File: config.mk
export PLATFORM = sky130hd
export DESIGN_NAME = hsv_adjust_pipe
export DESIGN_NICKNAME = d
export VERILOG_FILES = /design/src/rtl/hsv_pkg.sv /design/src/rtl/hsv_offset_ctrl.sv /design/src/rtl/hsv_adjust_pipe.sv
export SDC_FILE = /design/constraint.sdc
export NUM_CORES = 1
export LEC_CHECK = 0
export CORE_MARGIN = 5
export CORE_UTILIZATION = 40
export CTS_CLUSTER_DIAMETER = 40
export CTS_CLUSTER_SIZE = 16
export DETAILED_ROUTE_END_ITERATION = 12
export DONT_BUFFER_PORTS = 1
export GPL_TIMING_DRIVEN = 0
export HOLD_SLACK_MARGIN = 0.1
export MAX_ROUTING_LAYER = met4
export PLACE_DENSITY_LB_ADDON = 0.25
export SETUP_SLACK_MARGIN = 0.3
export SYNTH_ARGS = -nofsm -noshare
export SYNTH_HDL_FRONTEND = slang
export SYNTH_SLANG_ARGS = --single-unit
export TNS_END_PERCENT = 100
File: constraint.sdc
create_clock -name clk -period 3.1 [get_ports clk]
set_input_delay 0.62 -clock clk [delete_from_list [all_inputs] [get_ports clk]]
set_output_delay 0.62 -clock clk [all_outputs]
set_load 0.01 [all_outputs]
File: src/rtl/hsv_pkg.sv
`default_nettype none
// ============================================================================
// Module      : hsv_pkg
// Description : Shared constants and helpers for the HSV enhancement slice.
//               Pixel words are {H, S, V} with H in the most significant
//               field; channel indices give each field's position.
// Revision    : 1.0 - initial release
// ============================================================================
package hsv_pkg;

    localparam int CH_W_DEFAULT = 8;

    // Field position of each channel inside a pixel word (0 = LSB field)
    localparam int CH_H = 2;
    localparam int CH_S = 1;
    localparam int CH_V = 0;

    // LSB index of channel 'ch' in a pixel built from 'ch_w'-bit fields
    function automatic int ch_lsb(input int ch, input int ch_w);
        return ch * ch_w;
    endfunction

endpackage
`default_nettype wire

File: src/rtl/hsv_offset_ctrl.sv
`default_nettype none
// ============================================================================
// Module      : hsv_offset_ctrl
// Description : One user-adjustable channel offset with hold-to-accelerate
//               stepping. The offset moves by STEP on each update while a
//               single direction is held; after REPEAT_FRAMES consecutive
//               updates in that direction the step becomes STEP*ACCEL.
//               WRAP=1 : offset is modulo MAXV+1 (range 0..MAXV)
//               WRAP=0 : offset saturates at +/-MAXV
// Ports       : clk, rst (async, active low)
//               update  - frame-boundary update strobe (already gated)
//               clear   - synchronous clear of offset and hold counter
//               inc/dec - button levels
//               offset  - current offset, two's complement, OW bits
//               accel   - channel is stepping at the accelerated rate
// Revision    : 1.0 - initial release
// ============================================================================
module hsv_offset_ctrl #(
    parameter int OW            = 9,
    parameter int STEP          = 1,
    parameter int REPEAT_FRAMES = 8,
    parameter int ACCEL         = 4,
    parameter int WRAP          = 0,
    parameter int MAXV          = 255
) (
    input  logic                 clk,
    input  logic                 rst,
    input  logic                 update,
    input  logic                 clear,
    input  logic                 inc,
    input  logic                 dec,
    output logic signed [OW-1:0] offset,
    output logic                 accel
);

    localparam int                     c_SW        = OW + 1;
    localparam int                     c_CW        = $clog2(REPEAT_FRAMES + 1);
    localparam logic [c_CW-1:0]        c_CNT_MAX   = c_CW'(REPEAT_FRAMES);
    localparam logic signed [c_SW-1:0] c_STEP_BASE = c_SW'(STEP);
    localparam logic signed [c_SW-1:0] c_STEP_FAST = c_SW'(STEP * ACCEL);
    localparam logic signed [c_SW-1:0] c_LIM       = c_SW'(MAXV);
    localparam logic signed [c_SW-1:0] c_MOD       = c_SW'(MAXV + 1);

    logic signed [OW-1:0]   r_off;
    logic [c_CW-1:0]        r_cnt;
    logic                   r_dir;     // 1 = inc; only meaningful while r_cnt != 0

    logic                   w_single;
    logic                   w_change;
    logic                   w_fast;
    logic signed [c_SW-1:0] w_ext;
    logic signed [c_SW-1:0] w_step;
    logic signed [c_SW-1:0] w_sum;
    logic signed [c_SW-1:0] w_lim;
    logic signed [OW-1:0]   w_off_nxt;
    logic [c_CW-1:0]        w_cnt_nxt;
    logic                   w_dir_nxt;

    always_comb begin
        w_single  = inc ^ dec;
        // A running hold in the opposite direction restarts at base rate
        w_change  = (r_cnt != '0) && (r_dir != inc);
        w_fast    = (r_cnt >= c_CNT_MAX) && !w_change;
        w_step    = w_fast ? c_STEP_FAST : c_STEP_BASE;
        w_ext     = {r_off[OW-1], r_off};
        w_sum     = inc ? (w_ext + w_step) : (w_ext - w_step);

        w_lim = w_sum;
        if (WRAP != 0) begin
            // Steps never exceed one modulus, so one correction suffices
            if (w_sum < 0) begin
                w_lim = w_sum + c_MOD;
            end else if (w_sum > c_LIM) begin
                w_lim = w_sum - c_MOD;
            end
        end else begin
            if (w_sum > c_LIM) begin
                w_lim = c_LIM;
            end else if (w_sum < -c_LIM) begin
                w_lim = -c_LIM;
            end
        end

        w_off_nxt = r_off;
        w_cnt_nxt = r_cnt;
        w_dir_nxt = r_dir;
        if (clear) begin
            w_off_nxt = '0;
            w_cnt_nxt = '0;
        end else if (update) begin
            if (inc && dec) begin
                w_off_nxt = '0;
                w_cnt_nxt = '0;
            end else if (w_single) begin
                w_off_nxt = OW'(w_lim);
                w_dir_nxt = inc;
                if (w_change) begin
                    w_cnt_nxt = '0;
                end else if (r_cnt < c_CNT_MAX) begin
                    w_cnt_nxt = r_cnt + c_CW'(1);
                end
            end else begin
                w_cnt_nxt = '0;
            end
        end
    end

    always_ff @(posedge clk or negedge rst) begin
        if (!rst) begin
            r_off <= '0;
            r_cnt <= '0;
            r_dir <= 1'b0;
        end else begin
            r_off <= w_off_nxt;
            r_cnt <= w_cnt_nxt;
            r_dir <= w_dir_nxt;
        end
    end

    assign offset = r_off;
    assign accel  = (r_cnt >= c_CNT_MAX);

endmodule
`default_nettype wire

File: src/rtl/hsv_adjust_pipe.sv
`default_nettype none
// ============================================================================
// Module      : hsv_adjust_pipe
// Description : HSV enhancement stage. Holds per-channel H/S/V offsets that
//               change only on the falling edge of vsync, and applies them
//               to a valid-qualified pixel stream with a fixed two-cycle
//               latency. Hue wraps modulo H_MAX+1; S and V saturate.
// Ports       : clk, rst (async, active low), vsync, enhance_en, user_in_en,
//               inc/dec_{hue,sat,val}, clr_offsets,
//               hsv_in/hsv_in_valid   - input pixel {H,S,V}
//               hsv_out/hsv_out_valid - adjusted pixel, 2 cycles later
//               h/s/v_offset          - current offsets
//               accel_active          - {h,s,v} accelerated-step flags
// Revision    : 1.0 - initial release
// ============================================================================
module hsv_adjust_pipe
    import hsv_pkg::*;
#(
    parameter int CH_W          = CH_W_DEFAULT,
    parameter int H_MAX         = 255,
    parameter int H_STEP        = 1,
    parameter int S_STEP        = 1,
    parameter int V_STEP        = 1,
    parameter int REPEAT_FRAMES = 8,
    parameter int ACCEL         = 4
) (
    input  logic                 clk,
    input  logic                 rst,
    input  logic                 vsync,
    input  logic                 enhance_en,
    input  logic                 user_in_en,
    input  logic                 inc_hue,
    input  logic                 dec_hue,
    input  logic                 inc_sat,
    input  logic                 dec_sat,
    input  logic                 inc_val,
    input  logic                 dec_val,
    input  logic                 clr_offsets,
    input  logic [3*CH_W-1:0]    hsv_in,
    input  logic                 hsv_in_valid,
    output logic [3*CH_W-1:0]    hsv_out,
    output logic                 hsv_out_valid,
    output logic [CH_W-1:0]      h_offset,
    output logic signed [CH_W:0] s_offset,
    output logic signed [CH_W:0] v_offset,
    output logic [2:0]           accel_active
);

    localparam int              c_XW        = CH_W + 2;
    localparam int              c_PW        = 3 * CH_W;
    localparam logic [CH_W-1:0] c_H_MAX_CH  = CH_W'(H_MAX);
    localparam logic [c_XW-1:0] c_H_MAX_X   = c_XW'(H_MAX);
    localparam logic [c_XW-1:0] c_H_MOD_X   = c_XW'(H_MAX + 1);
    localparam logic [c_XW-1:0] c_CH_MAX_X  = c_XW'((1 << CH_W) - 1);

    // ------------------------------------------------------------------
    // Frame-boundary detection and offset controllers
    // ------------------------------------------------------------------
    logic r_vsync;
    logic w_update;
    logic w_clear;

    always_ff @(posedge clk or negedge rst) begin
        if (!rst) begin
            r_vsync <= 1'b0;
        end else begin
            r_vsync <= vsync;
        end
    end

    assign w_update = r_vsync & ~vsync & user_in_en;
    assign w_clear  = clr_offsets & user_in_en;

    logic signed [CH_W:0] w_h_off;
    logic signed [CH_W:0] w_s_off;
    logic signed [CH_W:0] w_v_off;
    logic                 w_acc_h;
    logic                 w_acc_s;
    logic                 w_acc_v;

    hsv_offset_ctrl #(
        .OW(CH_W + 1), .STEP(H_STEP), .REPEAT_FRAMES(REPEAT_FRAMES),
        .ACCEL(ACCEL), .WRAP(1), .MAXV(H_MAX)
    ) u_ctrl_h (
        .clk(clk), .rst(rst), .update(w_update), .clear(w_clear),
        .inc(inc_hue), .dec(dec_hue), .offset(w_h_off), .accel(w_acc_h)
    );

    hsv_offset_ctrl #(
        .OW(CH_W + 1), .STEP(S_STEP), .REPEAT_FRAMES(REPEAT_FRAMES),
        .ACCEL(ACCEL), .WRAP(0), .MAXV((1 << CH_W) - 1)
    ) u_ctrl_s (
        .clk(clk), .rst(rst), .update(w_update), .clear(w_clear),
        .inc(inc_sat), .dec(dec_sat), .offset(w_s_off), .accel(w_acc_s)
    );

    hsv_offset_ctrl #(
        .OW(CH_W + 1), .STEP(V_STEP), .REPEAT_FRAMES(REPEAT_FRAMES),
        .ACCEL(ACCEL), .WRAP(0), .MAXV((1 << CH_W) - 1)
    ) u_ctrl_v (
        .clk(clk), .rst(rst), .update(w_update), .clear(w_clear),
        .inc(inc_val), .dec(dec_val), .offset(w_v_off), .accel(w_acc_v)
    );

    // Hue offset is always within 0..H_MAX, so its low CH_W bits carry it
    assign h_offset     = w_h_off[CH_W-1:0];
    assign s_offset     = w_s_off;
    assign v_offset     = w_v_off;
    assign accel_active = {w_acc_h, w_acc_s, w_acc_v};

    // ------------------------------------------------------------------
    // Stage 1: widen and add offsets
    // ------------------------------------------------------------------
    logic [CH_W-1:0] w_h_in;
    logic [CH_W-1:0] w_s_in;
    logic [CH_W-1:0] w_v_in;
    logic [CH_W-1:0] w_h_clip;

    assign w_h_in   = hsv_in[ch_lsb(CH_H, CH_W) +: CH_W];
    assign w_s_in   = hsv_in[ch_lsb(CH_S, CH_W) +: CH_W];
    assign w_v_in   = hsv_in[ch_lsb(CH_V, CH_W) +: CH_W];
    // Out-of-range hue codes are treated as the largest legal hue
    assign w_h_clip = (w_h_in > c_H_MAX_CH) ? c_H_MAX_CH : w_h_in;

    logic [c_XW-1:0] r_hs;
    logic [c_XW-1:0] r_ss;
    logic [c_XW-1:0] r_vs;
    logic [c_PW-1:0] r_raw;
    logic            r_en;
    logic            r_valid1;

    always_ff @(posedge clk or negedge rst) begin
        if (!rst) begin
            r_hs     <= '0;
            r_ss     <= '0;
            r_vs     <= '0;
            r_raw    <= '0;
            r_en     <= 1'b0;
            r_valid1 <= 1'b0;
        end else begin
            r_hs     <= {2'b00, w_h_clip} + {w_h_off[CH_W], w_h_off};
            r_ss     <= {2'b00, w_s_in}   + {w_s_off[CH_W], w_s_off};
            r_vs     <= {2'b00, w_v_in}   + {w_v_off[CH_W], w_v_off};
            r_raw    <= hsv_in;
            r_en     <= enhance_en;
            r_valid1 <= hsv_in_valid;
        end
    end

    // ------------------------------------------------------------------
    // Stage 2: hue wrap, S/V clamp, bypass select
    // ------------------------------------------------------------------
    function automatic logic [CH_W-1:0] sat_u(input logic [c_XW-1:0] x);
        if (x[c_XW-1]) begin
            return '0;
        end else if (x > c_CH_MAX_X) begin
            return '1;
        end
        return CH_W'(x);
    endfunction

    function automatic logic [CH_W-1:0] hue_wrap(input logic [c_XW-1:0] x);
        return CH_W'((x > c_H_MAX_X) ? (x - c_H_MOD_X) : x);
    endfunction

    logic [c_PW-1:0] w_adj;

    always_comb begin
        w_adj = '0;
        w_adj[ch_lsb(CH_H, CH_W) +: CH_W] = hue_wrap(r_hs);
        w_adj[ch_lsb(CH_S, CH_W) +: CH_W] = sat_u(r_ss);
        w_adj[ch_lsb(CH_V, CH_W) +: CH_W] = sat_u(r_vs);
    end

    logic [c_PW-1:0] r_out;
    logic            r_valid2;

    always_ff @(posedge clk or negedge rst) begin
        if (!rst) begin
            r_out    <= '0;
            r_valid2 <= 1'b0;
        end else begin
            r_out    <= r_en ? w_adj : r_raw;
            r_valid2 <= r_valid1;
        end
    end

    assign hsv_out       = r_out;
    assign hsv_out_valid = r_valid2;

endmodule
`default_nettype wire
==> run_summary.xml <==
<?xml version="1.0" encoding="UTF-8"?>
<metrics>
  <group name="hold_path">
    <metric name="holdCritPathClass" unit="">in -&gt; async</metric>
  </group>
  <group name="route">
    <metric name="postRouteWirelength" unit="um">15400</metric>
    <metric name="detail_route.drc_violations" unit="">0</metric>
    <metric name="drtIter0Drc" unit="">207</metric>
    <metric name="drt-wirelength-per-cell" unit="um">16.8</metric>
    <metric name="dr_total_vias" unit="">4949</metric>
    <metric name="drt_pre_antenna_iters" unit="">4</metric>
    <metric name="drt.antenna.violating_nets" unit="">0</metric>
    <metric name="via_per_inst" unit="">5.40</metric>
  </group>
  <group name="timing">
    <metric name="fmax" unit="MHz">371</metric>
    <metric name="tns" unit="ps">0</metric>
    <metric name="hold_ws" unit="ps">-99.1</metric>
    <metric name="period_share" unit="%">87.0</metric>
    <metric name="fin_skew" unit="ps">8.74</metric>
    <metric name="pin_slew_with_the_least_headroom_to_its_limit" unit="ps">869</metric>
    <metric name="maxSlewViolCount" unit="">0</metric>
    <metric name="finalHoldViolCount" unit="">121</metric>
    <metric name="headroom_to_the_max_slew_limit" unit="%">41.6</metric>
    <metric name="setup_repair_after_global_routing_missed_its_margin" unit="">false</metric>
    <metric name="setup_viol" unit="">0</metric>
    <metric name="period_minus_slack" unit="ps">2700</metric>
  </group>
  <group name="clock_network">
    <metric name="clk_transition_reported_paths" unit="ps">60</metric>
    <metric name="clock_tree_from_tritoncts" unit="">yes</metric>
    <metric name="clk_path_buf_depth" unit="">2</metric>
    <metric name="numCtsBuffers" unit="">17</metric>
    <metric name="clk-insertion-delay-late" unit="ps">420</metric>
    <metric name="tritoncts_num_sinks" unit="">121</metric>
    <metric name="htree_levels" unit="">4</metric>
    <metric name="root_buffer" unit="">sky130_fd_sc_hd__clkbuf_16</metric>
  </group>
  <group name="logic_synthesis">
    <metric name="synth_warnings" unit="">0</metric>
    <metric name="postSynthRegisterBits" unit="">121</metric>
    <metric name="yosys.cell_types.count" unit="">71</metric>
    <metric name="netlist.area_leader.share" unit="%">44.5</metric>
    <metric name="synth_area" unit="um^2">6810</metric>
    <metric name="synth_seq_area_share" unit="%">44.5</metric>
    <metric name="synth-async-reset-ratio" unit="%">100</metric>
    <metric name="synth.largest_area_cell" unit="">sky130_fd_sc_hd__dfrtp_1</metric>
    <metric name="synth.avg_cell_area" unit="um^2">10.4</metric>
    <metric name="syn_nets" unit="">756</metric>
    <metric name="yosys.cell_count.top_type" unit="">sky130_fd_sc_hd__dfrtp_1</metric>
    <metric name="synth_area_leaders" unit="">sky130_fd_sc_hd__dfrtp_1, sky130_fd_sc_hd__ha_1, sky130_fd_sc_hd__nor2_1</metric>
    <metric name="synth_ff_type" unit="">sky130_fd_sc_hd__dfrtp_1</metric>
    <metric name="synth.top_cells.by_count" unit="">sky130_fd_sc_hd__dfrtp_1, sky130_fd_sc_hd__nor2_1, sky130_fd_sc_hd__ha_1, sky130_fd_sc_hd__inv_1, sky130_fd_sc_hd__nand2_1</metric>
    <metric name="edff_count_synth" unit="">0</metric>
    <metric name="post_synth_inst_count" unit="">655</metric>
  </group>
  <group name="worst_setup_path">
    <metric name="cp.arrival" unit="ps">2980</metric>
    <metric name="reg2reg_to" unit="">u_ctrl_v.offset[4]</metric>
    <metric name="critical_path.max_fanout" unit="">6</metric>
    <metric name="critical_path_required" unit="ps">3380</metric>
    <metric name="start_to_end_type_of_the_worst_setup_path" unit="">reg -&gt; reg</metric>
    <metric name="setup.worst_path.start_class" unit="">register</metric>
    <metric name="setup.reg_to_reg.worst_slack" unit="ps">400</metric>
    <metric name="r2r_start" unit="">u_ctrl_v.r_dir</metric>
    <metric name="timing.reg2reg.worst_path_depth" unit="">11</metric>
    <metric name="timing.critical_path.to_type" unit="">register</metric>
  </group>
  <group name="placement">
    <metric name="dpl.hpwl" unit="um">11400</metric>
    <metric name="routability_congestion_estimate" unit="">0.924</metric>
    <metric name="placed_area" unit="um^2">7080</metric>
    <metric name="number_of_buffers_inserted_by_port_buffering" unit="">0</metric>
  </group>
  <group name="floorplanning">
    <metric name="die_area" unit="um^2">19700</metric>
    <metric name="num_rows" unit="">47</metric>
    <metric name="fp.coreArea" unit="um^2">16600</metric>
    <metric name="floorplan.initialDensity" unit="%">40.9</metric>
    <metric name="die_h" unit="um">140</metric>
    <metric name="floorplan.die.width" unit="um">140</metric>
    <metric name="top_level_ports" unit="">91</metric>
  </group>
  <group name="finish">
    <metric name="layout-area-overhead-vs-synth" unit="%">15.1</metric>
    <metric name="n_fill_cell" unit="">1512</metric>
    <metric name="fin_nets" unit="">785</metric>
    <metric name="layout-drive-gt1-share" unit="%">15.7</metric>
    <metric name="antennaDiodeCount" unit="">0</metric>
    <metric name="finish.instance_area" unit="um^2">7840</metric>
  </group>
  <group name="outcome">
    <metric name="failed_checks" unit="">negative hold slack</metric>
    <metric name="result_of_the_run" unit="">finished with violations</metric>
  </group>
  <group name="power">
    <metric name="power.ir.vdd_worst" unit="mV">0.379</metric>
    <metric name="p_leak" unit="nW">3.62</metric>
    <metric name="pwr_density_cell" unit="nW/um^2">575</metric>
  </group>
  <group name="global_route">
    <metric name="largest_net_degree_at_the_start_of_global_routing" unit="">122</metric>
    <metric name="number_of_global_route_vias_before_repair" unit="">4882</metric>
    <metric name="grt_first_pass_wirelength" unit="um">25000</metric>
    <metric name="antenna_found_initial" unit="">0</metric>
    <metric name="globalRouteOverflowTotal" unit="">0</metric>
    <metric name="grtUsageTotal" unit="%">16.4</metric>
  </group>
  <group name="run">
    <metric name="timing.max_cap.violations" unit="">0</metric>
  </group>
</metrics>
[registers in the layout, indices dropped and copies added, names as in the netlist]
register         flops
u_ctrl_h.r_cnt       4
r_en                 1
r_vsync              1
u_ctrl_s.offset      9
r_ss                10
r_raw               24
r_valid1             1
u_ctrl_v.r_dir       1
u_ctrl_v.r_cnt       4
hsv_out             24
u_ctrl_h.r_dir       1
u_ctrl_s.r_cnt       4
u_ctrl_s.r_dir       1
u_ctrl_v.offset      9
hsv_out_valid        1
r_vs                10
u_ctrl_h.offset      8
r_hs                 8
[layer usage]
metal	track usage, %	routed length (um)
met1	18.2	6160
met2	26.8	7680
met3	6.82	1210
met4	5.51	301
met5	-	0
[through the flow]
stage,power [mW],util [%],worst slack [ps],cells
finish,4.51,47.1,402,916
global route,4.75,47.1,257,916
CTS,4.52,46.1,300,907
detailed placement,2.62,42.6,-38.7,875
global placement,2.59,42.6,-12.1,875
floorplan,2.46,-,324,655
[timing repair]
| item | 4_1_cts | 5_1_grt |
|---|---|---|
| hold endpoints to repair | 121 | 121 |
| endpoints found under the setup margin | 8 | 15 |
| pin swaps | 1 | 8 |
| resized for setup | 6 | 20 |
| buffers inserted | 1 | 9 |
[worst max-delay path, cell delays in order, from the launching register on]
cell and delay (ps):
sky130_fd_sc_hd__dfrtp_1 410, sky130_fd_sc_hd__xnor2_2 170, sky130_fd_sc_hd__nand2_2 110, sky130_fd_sc_hd__ha_4 140
sky130_fd_sc_hd__inv_1 50, sky130_fd_sc_hd__fa_2 350, sky130_fd_sc_hd__nor2b_1 150, sky130_fd_sc_hd__o2111ai_2 150
sky130_fd_sc_hd__and3_4 250, sky130_fd_sc_hd__nor3_4 280, sky130_fd_sc_hd__nor2_1 120, sky130_fd_sc_hd__o311ai_0 380
[worst max path at each step]
stage | startpoint | endpoint | slack (ps) | cells after the start
2_1_floorplan | inc_sat | u_ctrl_s.offset[7] | 320 | 11
3_3_place_gp | inc_val | u_ctrl_v.offset[4] | -10 | 11
3_5_place_dp | inc_val | u_ctrl_v.offset[4] | -40 | 11
4_1_cts | u_ctrl_s.r_dir | u_ctrl_s.offset[6] | 300 | 11
5_1_grt | u_ctrl_v.r_dir | u_ctrl_v.offset[4] | 260 | 11
6_report | u_ctrl_v.r_dir | u_ctrl_v.offset[4] | 400 | 11
[power by group]
group	total, mW	internal [mW]	switching (mW)
registers	1.90	1.75	0.146
clock network	1.87	1.16	0.707
logic	0.739	0.347	0.392
[cell type report]
class / instances / area [um^2] / share of cell area, %
Inverter: 38 / 143 / 1.82
Timing Repair Buffer: 10 / 75.1 / 0.958
Multi-Input combinational cell: 476 / 3660 / 46.7
Clock buffer: 22 / 474 / 6.05
Buffer: 20 / 92.6 / 1.18
Sequential cell: 121 / 3030 / 38.6
Tap cell: 220 / 275 / 3.51
Clock inverter: 9 / 91.3 / 1.17
[layout by cell type, fill, tap and decap left out, types with 8 or more instances in the layout]
master	count
sky130_fd_sc_hd__nor2b_1	12
sky130_fd_sc_hd__xnor2_1	30
sky130_fd_sc_hd__a21o_1	13
sky130_fd_sc_hd__buf_4	13
sky130_fd_sc_hd__ha_1	55
sky130_fd_sc_hd__clkbuf_16	17
sky130_fd_sc_hd__nor4_1	9
sky130_fd_sc_hd__inv_1	38
sky130_fd_sc_hd__nor3_1	11
sky130_fd_sc_hd__a21oi_1	28
sky130_fd_sc_hd__xor2_1	8
sky130_fd_sc_hd__clkbuf_1	13
sky130_fd_sc_hd__dfrtp_1	121
sky130_fd_sc_hd__nand2b_1	8
sky130_fd_sc_hd__nor2_1	78
sky130_fd_sc_hd__o21ai_0	30
sky130_fd_sc_hd__nand2_1	34
sky130_fd_sc_hd__a22o_1	10
sky130_fd_sc_hd__mux2_2	25
[cells by family (layout without fill, tap and decap cells)]
kind of cell	count (synthesis)	in the layout	share of synthesized area (%)
simple gates	194	194	14.2
compound gates	153	153	16.2
flops	121	121	44.5
fa+ha+maj	64	64	12.4
buf+inv	58	99	3.46
xor+xnor	40	40	5.15
mux	25	25	4.14
No activity file was read; power rests on OpenSTA's default activity.
